**src/rtl/bin_to_bcd_seq.sv**
```systemverilog
// Sequential binary-to-BCD converter (shift-add-3), one input bit per clock.
// Result and overflow flag are held between completions for the digit scan path.
module bin_to_bcd_seq #(
    parameter int unsigned WIDTH  = 14,
    parameter int unsigned DIGITS = 4
) (
    input  logic                  i_clk,
    input  logic                  i_rst,
    input  logic                  i_start,
    input  logic [WIDTH-1:0]      i_bin,
    output logic                  o_busy,
    output logic                  o_done,
    output logic [4*DIGITS-1:0]   o_bcd,
    output logic                  o_ovf
);

    localparam int unsigned BCD_W = 4 * DIGITS;
    localparam int unsigned CNT_W = $clog2(WIDTH + 1);

    // Largest displayable value (10^DIGITS - 1) truncated to the input width
    function automatic logic [WIDTH-1:0] max_disp();
        longint unsigned p;
        p = 1;
        for (int unsigned i = 0; i < DIGITS; i++) begin
            p = p * 10;
        end
        return WIDTH'(p - 1);
    endfunction

    localparam logic [WIDTH-1:0] MAX_VAL = max_disp();

    typedef enum logic {
        IDLE  = 1'b0,
        SHIFT = 1'b1
    } state_t;

    state_t             state;
    logic [WIDTH-1:0]   shreg;
    logic [BCD_W-1:0]   scratch;
    logic [CNT_W-1:0]   cnt;
    logic               ovf_flag;
    logic [BCD_W-1:0]   adj;
    logic [BCD_W-1:0]   shifted;

    // Add-3 correction per nibble, then the scratch half of the left shift
    always_comb begin
        adj = scratch;
        for (int unsigned d = 0; d < DIGITS; d++) begin
            if (scratch[4*d +: 4] >= 4'd5) begin
                adj[4*d +: 4] = scratch[4*d +: 4] + 4'd3;
            end
        end
        shifted = {adj[BCD_W-2:0], shreg[WIDTH-1]};
    end

    always_ff @(posedge i_clk) begin
        if (i_rst) begin
            state    <= IDLE;
            o_busy   <= 1'b0;
            o_done   <= 1'b0;
            o_bcd    <= '0;
            o_ovf    <= 1'b0;
            shreg    <= '0;
            scratch  <= '0;
            cnt      <= '0;
            ovf_flag <= 1'b0;
        end else begin
            o_done <= 1'b0;
            case (state)
                IDLE: begin
                    if (i_start) begin
                        shreg    <= i_bin;
                        scratch  <= '0;
                        cnt      <= CNT_W'(WIDTH);
                        ovf_flag <= (i_bin > MAX_VAL);
                        o_busy   <= 1'b1;
                        state    <= SHIFT;
                    end
                end
                SHIFT: begin
                    scratch <= shifted;
                    shreg   <= {shreg[WIDTH-2:0], 1'b0};
                    cnt     <= cnt - CNT_W'(1);
                    if (cnt == CNT_W'(1)) begin
                        o_bcd  <= ovf_flag ? {DIGITS{4'h9}} : shifted;
                        o_ovf  <= ovf_flag;
                        o_done <= 1'b1;
                        o_busy <= 1'b0;
                        state  <= IDLE;
                    end
                end
                default: state <= IDLE;
            endcase
        end
    end

endmodule
```
**config.mk**
```make
export PLATFORM = sky130hd
export DESIGN_NAME = bin_to_bcd_seq
export DESIGN_NICKNAME = d
export VERILOG_FILES = /design/src/rtl/bin_to_bcd_seq.sv
export SDC_FILE = /design/constraint.sdc
export NUM_CORES = 1
export LEC_CHECK = 0
export BUFFER_PORTS_ARGS = -buffer_cell sky130_fd_sc_hd__clkbuf_2
export CAP_MARGIN = 15
export CORE_MARGIN = 1
export CORE_UTILIZATION = 40
export DETAILED_ROUTE_END_ITERATION = 10
export GPL_ROUTABILITY_DRIVEN = 0
export HOLD_SLACK_MARGIN = 0.05
export PLACE_DENSITY = 0.68
export SYNTH_ARGS = -nofsm -noshare
export SYNTH_HDL_FRONTEND = slang
export SYNTH_SLANG_ARGS = --single-unit
```
**constraint.sdc**
```tcl
create_clock -name i_clk -period 2.1 [get_ports i_clk]
set_clock_uncertainty 0.1 [all_clocks]
set_input_delay 0.63 -clock i_clk [delete_from_list [all_inputs] [get_ports i_clk]]
set_output_delay 0.63 -clock i_clk [all_outputs]
set_load 0.01 [all_outputs]
```
==> metrics.csv <==
metric,value,unit
reg2reg setup slack,0.37,ns
Setup crit start,scratch[1]$_SDFFE_PP0P_,
CP Launch Type,flip-flop,
top post-synthesis cells by area,"dfxtp_1 43%, nor2_1 6.7%, mux2i_1 5.9%",
post-synth cell types,37,
Fin Setup TNS,0,ns
number of antenna violations at the first check in global routing,0,
R2R cell count,6,
endpoints failing setup,0,
GRT overflow,0,
Syn Area/Cell,8.80,um2
CTS Hold Buffers Added,0,
first-pass detailed-route iteration total,4,
R2R Path End,scratch[2]$_SDFFE_PP0P_,
"EDFF count, synth",0,
Root Buffer,clkbuf_8,
Logic pwr share,9.8,%
wire per inst,13.4,um
most frequent cell after synthesis,dfxtp_1,
# port buffers,35,
CTS tree,done,
"Primary FF master, synth",dfxtp_1,
final WL,5320,um
Pleak,1.13,nW
final instance area,2890,um2
CTS HTree Levels,2,
Max Used Layer,met4,
crit share post-route,82.4,%
All-Layer GR Usage,16.9,%
Clock Pin Slew Worst Setup and Hold Paths,0.09,ns
Residual DRC,0,
Met1 Wirelength,2700,um
Starting Density,42.0,%
share of post-route cells with drive strength above 1,19.6,%
asr flop ratio synth,0,%
power density over cell area,687,nW/um2
Max rail drop VDD,0.335,mV
Final Power,1.98,mW
met2 wire len,2320,um
Yosys Warn Count,0,
post-cts sizing count,0,
HP Start,o_ovf$_SDFFE_PP0P_,
outcome,completed,
met3 WL,247,um
Ports,36,
global-route wire length before repair,8690,um
critical path type,reg -> reg,
Avg Vias per Cell,5.24,
Layout area overhead,13.9,%
crit end category,flip-flop,
Die Area,6660,um2
area of the core,6030,um2
Mapped Nets,315,
ANT cells,0,
clock share of power,34.6,%
Die H,81.6,um
Syn Inst Count,288,
fin util,47.9,%
chip width,81.6,um
Syn Std Cell Area,2530,um2
final net count,348,
Final Hold Viols,0,
register bit total from synthesis,55,
Net Sw Power,0.477,mW
clk_lat worst skew,0.31,ns
Rel. slew slack,70.7,%
CP arrival,1.84,ns
Switching Share,24.1,%
vias in the first global route,1845,
maxcap violations,0,
unrepaired setup endpoints after global routing,no,
crit path max fanout,4,
final std cells w/o fill,396,
Tightest Pin Transition,0.440,ns
Post-DRT Antenna Nets,0,
sequential share of power,55.5,%
Slew Limit Fails,0,
Placed Area,2780,um2
total clock buffers created by CTS,5,
Post-CTS Setup Inserts,0,
fmax,0.578,GHz
First DRT Iteration DRCs,103,
crit path capture,scratch[2]$_SDFFE_PP0P_,
Rows,28,
largest net degree at the start of global routing,34,
Worst Path Required,2.21,ns
post-synth top area share,43.5,%
Clock Sink Count,55,
Hold Crit Class,reg -> reg,
via count,2074,
Pint,1.51,mW
dpl hpwl,3770,um
"area leader, netlist",dfxtp_1,
Max Buffers Root-to-Sink,2,
final period demand of the worst path,1.73,ns
sequential fraction of the synthesis area,43.5,%
Commonest cells post-synth,"55 x dfxtp_1, 45 x nor2_1, 26 x a21oi_1",
RR Startpoint,scratch[1]$_SDFFE_PP0P_,
placed insts,389,
-- cell type report --
type | count | area [um2]
well taps | 75 | 93.8
flip-flops and latches | 55 | 1100
inverters | 17 | 63.8
clock buffers | 5 | 68.8
clock inverters | 2 | 37.5
multi-input cells | 198 | 1280
fillers | 612 | 3140
repair buffers | 44 | 243
-- flip-flops by register name (all words and copies together) (netlist names) --
register and cells:
cnt 4, scratch 16, shreg 14, o_busy 1
ovf_flag 1, o_done 1, o_bcd 16, o_ovf 1
state 1
-- placed cells by master (no fill, tap or decap), types with 2 or more instances in the layout --
cell,instances
a211oi_1,4
a21oi_1,26
a311oi_1,3
buf_4,9
clkbuf_2,35
clkbuf_8,5
dfxtp_1,54
ha_1,10
inv_1,17
mux2_2,4
mux2i_1,15
nand2_1,8
nand2b_1,10
nand3_1,2
nand3b_1,8
nor2_1,45
nor3_1,12
nor3b_1,7
o21ai_0,7
o21ai_1,7
o22ai_1,4
o32ai_1,10
xnor2_1,3
-- power by group through the flow --
stage	logic [mW]	registers (mW)	clock network, mW
floorplan	0.141	1.12	0
global placement	0.190	1.12	0
detailed placement	0.195	1.13	0
CTS	0.195	1.10	0.709
global route	0.219	1.11	0.747
finish	0.195	1.10	0.686
-- routing by layer --
layer  vias up  global-route usage (%)
met5         -                       0
met4         0                    4.74
met3         4                    4.11
met2        45                    26.5
met1       946                    23.0
li1       1079                       -
-- how the worst min path moves through the flow --
stage                        endpoint  slack [ns]  depth (start not counted)
6_report           o_ovf$_SDFFE_PP0P_        0.36                          2
5_1_grt            o_ovf$_SDFFE_PP0P_        0.38                          2
4_1_cts            o_ovf$_SDFFE_PP0P_        0.37                          2
3_5_place_dp       o_ovf$_SDFFE_PP0P_        0.35                          2
3_3_place_gp       o_ovf$_SDFFE_PP0P_        0.34                          2
2_1_floorplan  shreg[10]$_SDFFE_PP0P_        0.35                          2
-- through the flow --
step | setup slack, ns | hold slack [ns]
CTS | 0.386 | 0.366
global placement | 0.358 | 0.343
floorplan | 0.525 | 0.354
global route | 0.270 | 0.378
detailed placement | 0.304 | 0.352
finish | 0.370 | 0.364
-- kinds of logic after synthesis --
logic type / share of synthesized area, %
simple gates: 19.9
compound gates: 16.8
flops: 43.5
buf+inv: 6.17
mux: 7.70
fa+ha+maj: 4.94
xor+xnor: 1.04
-- critical path: stages, from the launching register on --
cell and delay (ns):
dfxtp_1 0.36, inv_1 0.09, ha_1 0.18, nand2b_1 0.14, a21oi_1 0.26, mux2_2 0.40, o32ai_1 0.10
Power figures use the tool's default switching activity.
